`config.mk`:
```
export PLATFORM = sky130hd
export DESIGN_NAME = decode_ctrl
export DESIGN_NICKNAME = d
export VERILOG_FILES = /design/src/rtl/decode_ctrl.sv
export SDC_FILE = /design/constraint.sdc
export NUM_CORES = 1
export LEC_CHECK = 0
export ABC_AREA = 1
export CAP_MARGIN = 10
export CORE_MARGIN = 1
export CORE_UTILIZATION = 37
export CTS_CLUSTER_DIAMETER = 150
export DETAILED_ROUTE_END_ITERATION = 12
export PLACE_DENSITY = 0.9
export SETUP_SLACK_MARGIN = 0.02
export SLEW_MARGIN = 10
export SYNTH_ARGS = -nofsm -noshare
export SYNTH_HDL_FRONTEND = slang
export SYNTH_SLANG_ARGS = --single-unit
```
`constraint.sdc`:
```
create_clock -name clk -period 2.4 [get_ports clk]
set_clock_uncertainty 0.2 [all_clocks]
set_input_delay 0.72 -clock clk [delete_from_list [all_inputs] [get_ports clk]]
set_output_delay 0.72 -clock clk [all_outputs]
set_load 0.005 [all_outputs]
```
`src/rtl/decode_ctrl.sv`:
```
// Decode-stage control for the 5-stage RV32I pipeline: control decode, load-use stall and ID/EX register.
// Optional macro DECODE_CTRL_ILLEGAL_EN: flag unlisted opcodes as illegal and turn them into bubbles.
module decode_ctrl (
    input  logic        clk,
    input  logic        reset,
    input  logic [31:0] instr_d,
    input  logic        valid_d,
    input  logic        flush_e,
    output logic [2:0]  immsrc_d,
    output logic        illegal_d,
    output logic        stall_f,
    output logic        stall_d,
    output logic        valid_e,
    output logic        regwrite_e,
    output logic [1:0]  resultsrc_e,
    output logic        memwrite_e,
    output logic        branch_e,
    output logic        jump_e,
    output logic        alusrc_e,
    output logic [1:0]  aluop_e,
    output logic [2:0]  funct3_e,
    output logic        funct7b5_e,
    output logic [4:0]  rd_e
);

    localparam logic [6:0] OP_LW    = 7'b0000011;
    localparam logic [6:0] OP_SW    = 7'b0100011;
    localparam logic [6:0] OP_R     = 7'b0110011;
    localparam logic [6:0] OP_IALU  = 7'b0010011;
    localparam logic [6:0] OP_BR    = 7'b1100011;
    localparam logic [6:0] OP_JAL   = 7'b1101111;
    localparam logic [6:0] OP_JALR  = 7'b1100111;
    localparam logic [6:0] OP_LUI   = 7'b0110111;

    localparam logic [2:0] IMM_I = 3'b000;
    localparam logic [2:0] IMM_S = 3'b001;
    localparam logic [2:0] IMM_B = 3'b010;
    localparam logic [2:0] IMM_J = 3'b011;
    localparam logic [2:0] IMM_U = 3'b100;

    localparam logic [1:0] RES_ALU = 2'b00;
    localparam logic [1:0] RES_MEM = 2'b01;
    localparam logic [1:0] RES_PC4 = 2'b10;
    localparam logic [1:0] RES_IMM = 2'b11;

    localparam logic [1:0] ALU_ADD  = 2'b00;
    localparam logic [1:0] ALU_CMP  = 2'b01;
    localparam logic [1:0] ALU_FUNC = 2'b10;

    logic [6:0] opcode;
    logic [4:0] rs1;
    logic [4:0] rs2;
    logic [4:0] rd;
    logic [2:0] funct3;
    logic       funct7b5;

    logic       dec_regwrite;
    logic [1:0] dec_resultsrc;
    logic       dec_memwrite;
    logic       dec_branch;
    logic       dec_jump;
    logic       dec_alusrc;
    logic [1:0] dec_aluop;
    logic [2:0] dec_immsrc;

    logic       uses_rs1;
    logic       uses_rs2;
    logic       rs1_match;
    logic       rs2_match;
    logic       load_in_e;
    logic       hazard;
    logic       bubble;
    logic       unused_bits;

    assign opcode   = instr_d[6:0];
    assign rd       = instr_d[11:7];
    assign funct3   = instr_d[14:12];
    assign rs1      = instr_d[19:15];
    assign rs2      = instr_d[24:20];
    assign funct7b5 = instr_d[30];

    // Upper funct7 bits other than bit 30 carry no control meaning in RV32I base decode.
    assign unused_bits = &{1'b0, instr_d[31], instr_d[29:25]};

    always_comb begin
        dec_regwrite  = 1'b0;
        dec_resultsrc = RES_ALU;
        dec_memwrite  = 1'b0;
        dec_branch    = 1'b0;
        dec_jump      = 1'b0;
        dec_alusrc    = 1'b0;
        dec_aluop     = ALU_ADD;
        dec_immsrc    = IMM_I;
        case (opcode)
            OP_LW: begin
                dec_regwrite  = 1'b1;
                dec_alusrc    = 1'b1;
                dec_resultsrc = RES_MEM;
            end
            OP_SW: begin
                dec_immsrc    = IMM_S;
                dec_memwrite  = 1'b1;
                dec_alusrc    = 1'b1;
            end
            OP_R: begin
                dec_regwrite  = 1'b1;
                dec_aluop     = ALU_FUNC;
            end
            OP_IALU: begin
                dec_regwrite  = 1'b1;
                dec_alusrc    = 1'b1;
                dec_aluop     = ALU_FUNC;
            end
            OP_BR: begin
                dec_immsrc    = IMM_B;
                dec_branch    = 1'b1;
                dec_aluop     = ALU_CMP;
            end
            OP_JAL: begin
                dec_immsrc    = IMM_J;
                dec_jump      = 1'b1;
                dec_regwrite  = 1'b1;
                dec_resultsrc = RES_PC4;
            end
            OP_JALR: begin
                dec_jump      = 1'b1;
                dec_regwrite  = 1'b1;
                dec_alusrc    = 1'b1;
                dec_resultsrc = RES_PC4;
            end
            OP_LUI: begin
                dec_immsrc    = IMM_U;
                dec_regwrite  = 1'b1;
                dec_alusrc    = 1'b1;
                dec_resultsrc = RES_IMM;
            end
            default: begin
                dec_immsrc    = IMM_I;
            end
        endcase
    end

    assign immsrc_d = dec_immsrc;

`ifdef DECODE_CTRL_ILLEGAL_EN
    logic listed;
    always_comb begin
        case (opcode)
            OP_LW, OP_SW, OP_R, OP_IALU, OP_BR, OP_JAL, OP_JALR, OP_LUI: listed = 1'b1;
            default:                                                   listed = 1'b0;
        endcase
    end
    assign illegal_d = valid_d & ~listed;
`else
    assign illegal_d = 1'b0;
`endif

    // jal and lui are the only formats whose rs1 field is really immediate bits.
    assign uses_rs1 = (opcode != OP_JAL) && (opcode != OP_LUI);
    assign uses_rs2 = (opcode == OP_R) || (opcode == OP_SW) || (opcode == OP_BR);

    assign rs1_match = uses_rs1 && (rs1 == rd_e);
    assign rs2_match = uses_rs2 && (rs2 == rd_e);
    assign load_in_e = valid_e && (resultsrc_e == RES_MEM) && (rd_e != 5'd0);
    assign hazard    = valid_d && load_in_e && (rs1_match || rs2_match);

    assign stall_f = hazard;
    assign stall_d = hazard;

    assign bubble = flush_e || hazard || !valid_d || illegal_d;

    // ID/EX boundary: every field is cleared on a bubble so downstream sees no stale control.
    always_ff @(posedge clk) begin
        if (reset || bubble) begin
            valid_e     <= 1'b0;
            regwrite_e  <= 1'b0;
            resultsrc_e <= 2'b00;
            memwrite_e  <= 1'b0;
            branch_e    <= 1'b0;
            jump_e      <= 1'b0;
            alusrc_e    <= 1'b0;
            aluop_e     <= 2'b00;
            funct3_e    <= 3'b000;
            funct7b5_e  <= 1'b0;
            rd_e        <= 5'd0;
        end else begin
            valid_e     <= 1'b1;
            regwrite_e  <= dec_regwrite;
            resultsrc_e <= dec_resultsrc;
            memwrite_e  <= dec_memwrite;
            branch_e    <= dec_branch;
            jump_e      <= dec_jump;
            alusrc_e    <= dec_alusrc;
            aluop_e     <= dec_aluop;
            funct3_e    <= funct3;
            funct7b5_e  <= funct7b5;
            rd_e        <= rd;
        end
    end

endmodule
```
=== Word-level counts from Yosys, hierarchy flattened ===
Cells that the tools add are included.

* Reductions and logical operators: 19
* Muxes and demuxes: 9
* Eq/ne operators: 13

{| class="wikitable"
|+ Operator list
! kind !! number
|-
| 7-bit by 6-bit == test with 1-bit output (second input constant) || 3
|-
| 7-bit == test (second input constant) || 3
|-
| 3-bit one-hot mux with 4 select lines || 1
|-
| 5-bit == test || 2
|-
| 7-bit by 2-bit == test with 1-bit output (second input constant) || 1
|-
| 7-bit by 5-bit == test with 1-bit output (second input constant) || 1
|-
| 1-bit logical AND || 7
|-
| 7-bit by 6-bit != test with 1-bit output (second input constant) || 1
|-
| 7-bit != test (second input constant) || 1
|-
| 1-bit logical OR || 6
|-
| 1-bit 2-to-1 mux || 6
|-
| 2-bit one-hot mux with 3 select lines || 1
|-
| 6-bit OR reduction || 1
|-
| 5-bit nonzero test || 1
|-
| 5-bit OR reduction || 1
|-
| 2-bit one-hot mux with 2 select lines || 1
|-
| 2-bit OR reduction || 2
|-
| 2-bit by 1-bit == test with 1-bit output (second input constant) || 1
|-
| 1-bit zero test || 1
|}

* Input bits: 36
* Bits in registers: 19
* Output and inout bits: 25

=== Depth between registers and ports, before layout ===
Gate-level depths: netlist of run 1.

* Depth after elaboration: 10
* Gate-level depth with buffers: 12
* Gate-level depth less buffers: 11

=== Least setup slack after synthesis of run 1 ===
Ideal clock, no wire load.

* Path type: input to output
* Start: input instr_d[1]
* End: output stall_f
* Stages on the path: 10
* Data required time: 1480 ps
* Buffers on the path: 1
* Arrival: 1514 ps
* Slack: -34 ps
* Cells stage by stage: nand2_1 -> inv_2 -> nand3_2 -> nor2_8 -> nor2_2 -> nand2_1 -> nand2_1 -> nand2_2 -> inv_1 -> buf_4

* Longest elaborated chain between the ends: 6
* Elaborated cells between the ends (all ways): 12
* Classes of those cells: 5 x eq/ne; 7 x reduce/logical

{| class="wikitable"
|+ Ends and longest elaborated chain
! what !! line !! source
|-
| start, declared || 6 || <nowiki>input logic [31:0] instr_d,</nowiki>
|-
| 7-bit by 6-bit == test with 1-bit output || 160 || <nowiki>assign uses_rs2 = (opcode == OP_R) || (opcode == OP_SW) || (opcode == OP_BR);</nowiki>
|-
| 1-bit logical OR (2 in series) || 160 ||
|-
| 1-bit logical AND || 163 || <nowiki>assign rs2_match = uses_rs2 && (rs2 == rd_e);</nowiki>
|-
| 1-bit logical OR * || 165 || <nowiki>assign hazard = valid_d && load_in_e && (rs1_match || rs2_match);</nowiki>
|-
| 1-bit logical AND * || 165 ||
|-
| end, declared || 11 || <nowiki>output logic stall_f,</nowiki>
|}

Mark *: on every way between the ends. The rest lies on a longest branch, timed or not.

=== Final worst setup path of run 1 ===
* Start: input instr_d[0]
* End: output stall_f

The elaborated chain is that of the path after synthesis.

==> qor.yml, run 1 <==
syn_nets: 173
synth.area.top_cells: "sky130_fd_sc_hd__dfxtp_1, sky130_fd_sc_hd__inv_1, sky130_fd_sc_hd__nor2_4, sky130_fd_sc_hd__nand2_1, sky130_fd_sc_hd__nor2_1"
ys_warn_count: 0
drive_above_1_share_pct: 44.5
run_status: "finished, violations left"
yosysTopAreaCell: "sky130_fd_sc_hd__dfxtp_1"
synth_cells: 137
route.vias.total: 1187
numPortBuffers: 53
hold_path_class: "in -> reg"
seq_area_frac_synth_pct: 37.7
placedInstanceArea_sq_um: 1740
final.setup.tns_ns: -0.449
final_min_period_ns: 2.56
critPathLaunch: "instr_d[0]"
setup-violations-final: 5
worst_path_most_repeated_cell: "sky130_fd_sc_hd__buf_6"
criticalPathCategory: "in -> out"
numClockSinks: 19
synthesis.area_per_instance_sq_um: 7.37
fin_worst_hold_slack_ns: 0.604
max_cap_violations: 0
max_stage_delay_ns: 0.13
longest_clk_path_bufs: 2
cts_tree: "built"
drt_iter0_drc: 15
crit-reg2reg-launch: "rd_e[2]"
cts.hold.buffers_added: 0
die_width_microns: 54.2
fmax_mhz: 391
wl_per_cell_microns: 12.5
area_delta_synth_final_pct: 95.7
drcViolationCount: 0
grt_first_pass_wirelength_microns: 4660
violations: "negative setup slack"
critPathTopFamily: "simple AND/OR/NAND/NOR gates"
cp_data_required_time_ns: 1.48
mappedNetlistArea_sq_um: 1010
final_net_count: 264
cts_made_buffers: 3
gp_congestion: 0.901
final_period_util_pct: 107
clk-insertion-delay-late_ns: 0.30
diodes: 0
grtUsageTotal_pct: 22.6
synth_enable_flop_cells: 0
rsz0062_at_grt: "true"
routed_wirelength_microns: 3210
ys_ff_latch: 19
end_kind: "output port"
synth-async-reset-ratio_pct: 0
total_leakage_power_nw: 0.947
count_of_final_max_slew_check_failures: 0
drt.antenna.violating_nets: 0
hpwl_microns: 1960
placeableCoreArea_sq_um: 2520
post_drt_via_cell_ratio: 4.62
hold_viol_final: 0
design_area_sq_um: 1980
cts.root.buffer_cell: "sky130_fd_sc_hd__clkbuf_4"
worstPathMaxFanout: 3
antenna_found_initial: 0
ys_top_cells_by_count: "sky130_fd_sc_hd__inv_1, sky130_fd_sc_hd__nand2_1, sky130_fd_sc_hd__dfxtp_1, sky130_fd_sc_hd__nor2_1, sky130_fd_sc_hd__nor2_4"
critical-path-slowest-cell: "sky130_fd_sc_hd__nor2_4"
design.die.area_sq_um: 2940
drt_first_pass_iters: 4
critical_path_arrival_ns: 1.64
design.portCount: 61
htree_num_levels: 1
critical_path.cell_chain: "buf_6 > nand2_4 > inv_4 > nand3_4 > nor2_4 > buf_6 > nor2_2 > nand2_1 > nand2_1 > nand2_2 > inv_2 > buf_6"
floorplan.initialDensity_pct: 40.0
first_global_vias: 1103
cp.buffers_inverters: 5
power.density_cell_area_nw_per_um2: 326
grt_max_degree: 12
hold_start: "instr_d[2]"
ys_dominant_reg_cell: "sky130_fd_sc_hd__dfxtp_1"
startpoint_type: "input port"
netlist-cell-type-count: 24
synthDominantCellAreaShare_pct: 37.7
grt_remaining_overflow: 0
count_of_standard_cell_rows: 18
path_clk_slew_ns: 0.10
max_ir_drop_vdd_mv: 0.514
setup_slack_ns: -0.161
die_h_microns: 54.2
synthMostInstantiatedCell: "sky130_fd_sc_hd__inv_1"
## placed cells by master, fill, tap and decap left out, drive strengths merged, types with 2 or more instances in the layout
| master | netlist | layout |
|---|---|---|
| nor2 | 33 | 33 |
| clkbuf | 0 | 4 |
| clkdlybuf4s50 | 0 | 30 |
| dlygate4sd2 | 0 | 2 |
| clkdlybuf4s15 | 0 | 2 |
| nand2 | 27 | 27 |
| dfxtp | 19 | 19 |
| nor3 | 4 | 4 |
| inv | 31 | 31 |
| o21ai | 2 | 2 |
| buf | 3 | 54 |
| nand3 | 7 | 7 |
| xnor2 | 4 | 4 |
## worst reg2reg max path, cell delays in order (launching register included)
cell	delay (ns)
sky130_fd_sc_hd__dfxtp_1	0.41
sky130_fd_sc_hd__inv_1	0.07
sky130_fd_sc_hd__nand2_1	0.06
sky130_fd_sc_hd__nand2_1	0.05
sky130_fd_sc_hd__nor2_1	0.10
sky130_fd_sc_hd__nand2_1	0.07
sky130_fd_sc_hd__nor2_2	0.11
sky130_fd_sc_hd__nand2_1	0.08
sky130_fd_sc_hd__nand2_1	0.09
sky130_fd_sc_hd__nand2_2	0.06
sky130_fd_sc_hd__buf_4	0.13
sky130_fd_sc_hd__buf_4	0.14
sky130_fd_sc_hd__nand2_4	0.08
sky130_fd_sc_hd__buf_4	0.15
sky130_fd_sc_hd__nor2_1	0.05
## what timing repair did
item / in CTS / in global routing
buffers inserted: 16 / 3
endpoints found under the setup margin: 5 / 7
pin swaps: 34 / 12
resized for setup: 115 / 18
## logic make-up after synthesis
group | Yosys count | share of synthesized area (%)
and+or+nand+nor | 74 | 40.5
buffers and inverters | 34 | 15.0
DFF | 19 | 37.7
xor gates and xnor gates | 5 | 4.34
AOI/OAI and AO/OA | 4 | 2.11
other | 1 | 0.371
## per-stage QoR
step	worst slack (ns)	utilization [%]	power, mW	instances
2_1_floorplan	0.0204	-	0.384	137
3_3_place_gp	-0.889	68.9	0.466	238
3_5_place_dp	-0.920	68.9	0.470	238
4_1_cts	-0.128	75.6	0.638	256
5_1_grt	-0.228	78.3	0.683	257
6_report	-0.161	78.3	0.645	257
## routing by layer
| layer | track usage [%] | up-vias | share of wire, % |
|---|---|---|---|
| met5 | 0 | - | 0 |
| met4 | 6.84 | 0 | 2.4 |
| met3 | 6.67 | 8 | 6.8 |
| met2 | 42.9 | 45 | 53 |
| met1 | 23.4 | 554 | 38 |
| li1 | - | 580 | - |
## power by group
part	leakage [nW]	switching, mW	total (mW)	internal, mW
logic	0.775	0.0702	0.162	0.0920
registers	0.154	0.00335	0.324	0.320
clock network	0.0177	0.0966	0.159	0.0622
total	0.947	0.170	0.645	0.474
## path summary, 6_finish.rpt
kind | to | slack, ns | depth (start not counted)
max | stall_f | -0.16 | 12
min | jump_e | 0.60 | 4
max reg2reg | rd_e[4] | 0.48 | 14
min reg2reg | valid_e | 0.85 | 8
## area by class of cell
type / count / area [sq um]
multi-input cells: 84 / 573
flip-flops and latches: 19 / 380
fillers: 170 / 547
repair buffers: 89 / 826
clock inverters: 1 / 5.00
well taps: 30 / 37.5
clock buffers: 3 / 22.5
inverters: 31 / 131
## state kept, by name, indices dropped and copies added (netlist names)
signal	flops
aluop_e	2
funct3_e	3
jump_e	1
funct7b5_e	1
regwrite_e	1
valid_e	1
rd_e	5
resultsrc_e	2
alusrc_e	1
memwrite_e	1
branch_e	1
Note: power is estimated with default switching activity, not from simulation.
==> inputs of run 2 (changes only) <==
--- a/config.mk
+++ b/config.mk
@@ -12,6 +12,7 @@
 export CTS_CLUSTER_DIAMETER = 150
 export DETAILED_ROUTE_END_ITERATION = 12
 export PLACE_DENSITY = 0.9
+export RECOVER_POWER = 25
 export SETUP_SLACK_MARGIN = 0.02
 export SLEW_MARGIN = 10
 export SYNTH_ARGS = -nofsm -noshare
==> results of run 2 <==
Final layout, timing and power as in run 1 (identical DEF).
==> inputs of run 3 (changes only) <==
--- a/config.mk
+++ b/config.mk
@@ -7,6 +7,7 @@
 export LEC_CHECK = 0
 export ABC_AREA = 1
 export CAP_MARGIN = 10
+export CORE_ASPECT_RATIO = 0.8
 export CORE_MARGIN = 1
 export CORE_UTILIZATION = 37
 export CTS_CLUSTER_DIAMETER = 150
==> run 3 against run 2 <==
Against the previous run:
- the run still ends with negative setup slack left
- fmax increased by 0.12%
- core utilization increased by 7.3 points
- final cell count increased by 8.6%
- routed wire length increased by 11%
- largest power group unchanged
==> qor.yml, run 3 (same netlist as run 1, synthesis figures left out) <==
hold_viol_final: 0  # unchanged
diodes: 0  # unchanged
gp_congestion: 0.860  # -4.5%
pre_cts_slack_ns: -0.930  # -0.00939 ns
htree_num_levels: 1  # unchanged
drcViolationCount: 0  # unchanged
design_area_sq_um: 2160  # +9.3%
drt_first_pass_iters: 4  # unchanged
antenna_found_initial: 0  # unchanged
top_register: "rd_e"
final_period_util_pct: 107  # -0.13 points
cp-endpoint: "stall_d"
grt_remaining_overflow: 0  # unchanged
drt_iter0_drc: 22  # +7
most_frequent_standard_cell_in_the_layout_excluding_fill_and_tap_cells: "sky130_fd_sc_hd__buf_4"
hpwl_microns: 1880  # -4.4%
worstPathMaxFanout: 3  # unchanged
final_min_period_ns: 2.56  # -0.00310 ns
count_of_standard_cell_rows: 16  # -2
switching_share_pct: 27.5  # +1.1 points
first_global_vias: 1253  # +14%
worst_path_most_repeated_cell: "sky130_fd_sc_hd__nand2_2"
crit-reg2reg-launch: "rd_e[4]"
run_status: "finished, violations left"
comb_power_share_pct: 25.6  # +0.4 points
final_net_count: 280  # +6.1%
ff2ff_path_depth: 15  # +1
intPower_mw: 0.477  # +0.54%
count_of_final_max_slew_check_failures: 0  # unchanged
final.setup.tns_ns: -0.650  # -0.201 ns
largest_registers: "rd_e: 5 flops, funct3_e: 3 flops"
criticalPathCategory: "in -> out"
startpoint_type: "input port"
die_h_microns: 48.7  # -10%
design.die.area_sq_um: 2940  # about the same
critical_path_arrival_ns: 1.64  # about the same
total_leakage_power_nw: 1.06  # +12%
grt_first_pass_wirelength_microns: 5330  # +14%
post_drt_via_cell_ratio: 4.39  # -4.9%
cts_made_buffers: 3  # unchanged
clockPowerShare_pct: 25.2  # +0.6 points
cts.root.buffer_cell: "sky130_fd_sc_hd__clkbuf_4"
drt.antenna.violating_nets: 0  # unchanged
critical_path.cell_chain: "buf_8 > inv_6 > nand2_4 > nor2_4 > o21ai_2 > nor2_1 > nand2_1 > nand2_2 > nand2_2 > inv_2 > buf_6"
violations: "negative setup slack"
regToRegSetupSlack_ns: 0.43  # -0.05 ns
hold_path_class: "in -> reg"
setup-violations-final: 7  # +2
finalNonFillerCells: 279  # +8.6%
rsz0062_at_grt: "true"
numClockSinks: 19  # unchanged
critical-path-slowest-cell: "sky130_fd_sc_hd__nor2_4"
max_stage_delay_ns: 0.17  # +0.04 ns
fin_worst_hold_slack_ns: 0.619  # +0.0151 ns
number_of_flip_flops_in_the_largest_register: 5  # unchanged
layout.core_utilization_pct: 85.6  # +7.3 points
mostFrequentLayoutCells: "sky130_fd_sc_hd__buf_4, sky130_fd_sc_hd__clkdlybuf4s50_1, sky130_fd_sc_hd__buf_6"
die_width_microns: 60.4  # +11%
max_ir_drop_vdd_mv: 0.399  # -22%
route.vias.total: 1226  # +3.3%
placeableCoreArea_sq_um: 2520  # unchanged
cp_data_required_time_ns: 1.48  # about the same
routed_wirelength_microns: 3560  # +11%
placedInstanceArea_sq_um: 1730  # -0.43%
fmax_mhz: 391  # +0.12%
clk-insertion-delay-late_ns: 0.30  # about the same
longest_clk_path_bufs: 2  # unchanged
wl_per_cell_microns: 12.8  # +2.3%
critPathLaunch: "instr_d[3]"
drive_above_1_share_pct: 52.3  # +7.8 points
p_seq_share_pct: 49.2  # -1.0 points
cts_tree: "built"
hold_start: "instr_d[2]"
grt_max_degree: 15  # +3
power.density_cell_area_nw_per_um2: 305  # -6.6%
end_kind: "output port"
setup_slack_ns: -0.158  # +0.00310 ns
p_sw_mw: 0.181  # +6.4%
post-layout-total-power_mw: 0.658  # +2.1%
path_clk_slew_ns: 0.11  # about the same
rr_endpoint: "aluop_e[1]"
numPlacedInstances: 242  # +1.7%
max_cap_violations: 0  # unchanged
numPortBuffers: 53  # unchanged
grtUsageTotal_pct: 24.4  # +1.9 points
floorplan.initialDensity_pct: 40.0  # unchanged
area_delta_synth_final_pct: 114
design.portCount: 61  # unchanged
==> run 3: power groups by stage <==
stage	combinational, mW	clock [mW]	sequential [mW]
CTS	0.153	0.166	0.323
detailed placement	0.136	0	0.331
finish	0.169	0.166	0.324
floorplan	0.0526	0	0.331
global placement	0.134	0	0.330
global route	0.181	0.185	0.324
==> run 3: layer usage <==
layer  wire length, microns  GRT usage (%)
met1                   1430           26.7
met2                   1830           46.0
met3                    230           7.49
met4                     78           2.71
met5                      0              0
==> run 3: worst min-delay path by stage <==
stage / slack (ns) / to / depth (start not counted)
floorplan: 0.49 / funct3_e[2] / 5
global placement: 0.65 / valid_e / 7
detailed placement: 0.66 / valid_e / 7
CTS: 0.59 / jump_e / 4
global route: 0.63 / jump_e / 4
finish: 0.62 / jump_e / 4
==> run 3: worst max-delay path, delay by kind of cell <==
family / cells / cell delay, ns
AO/OA/AOI/OAI: 1 / 0.08
buffers and inverters: 4 / 0.33
AND/OR/NAND/NOR: 6 / 0.51
==> run 3: what timing repair did <==
item / CTS / global route
pin swaps: 37 / 24
hold buffers: 0 / 0
gates cloned: 0 / 0
gates resized for setup: 117 / 37
setup buffers: 32 / 5
endpoints found under the setup margin: 5 / 10
==> run 3: layout make-up <==
| type | instances | area (sq um) |
|---|---|---|
| timing repair buffer | 105 | 960 |
| multi-input combinational | 84 | 613 |
| sequential | 19 | 383 |
| fill | 136 | 363 |
| inverter | 31 | 131 |
| tap | 36 | 45.0 |
| clock buffer | 3 | 22.5 |
| clock inverter | 1 | 5.00 |
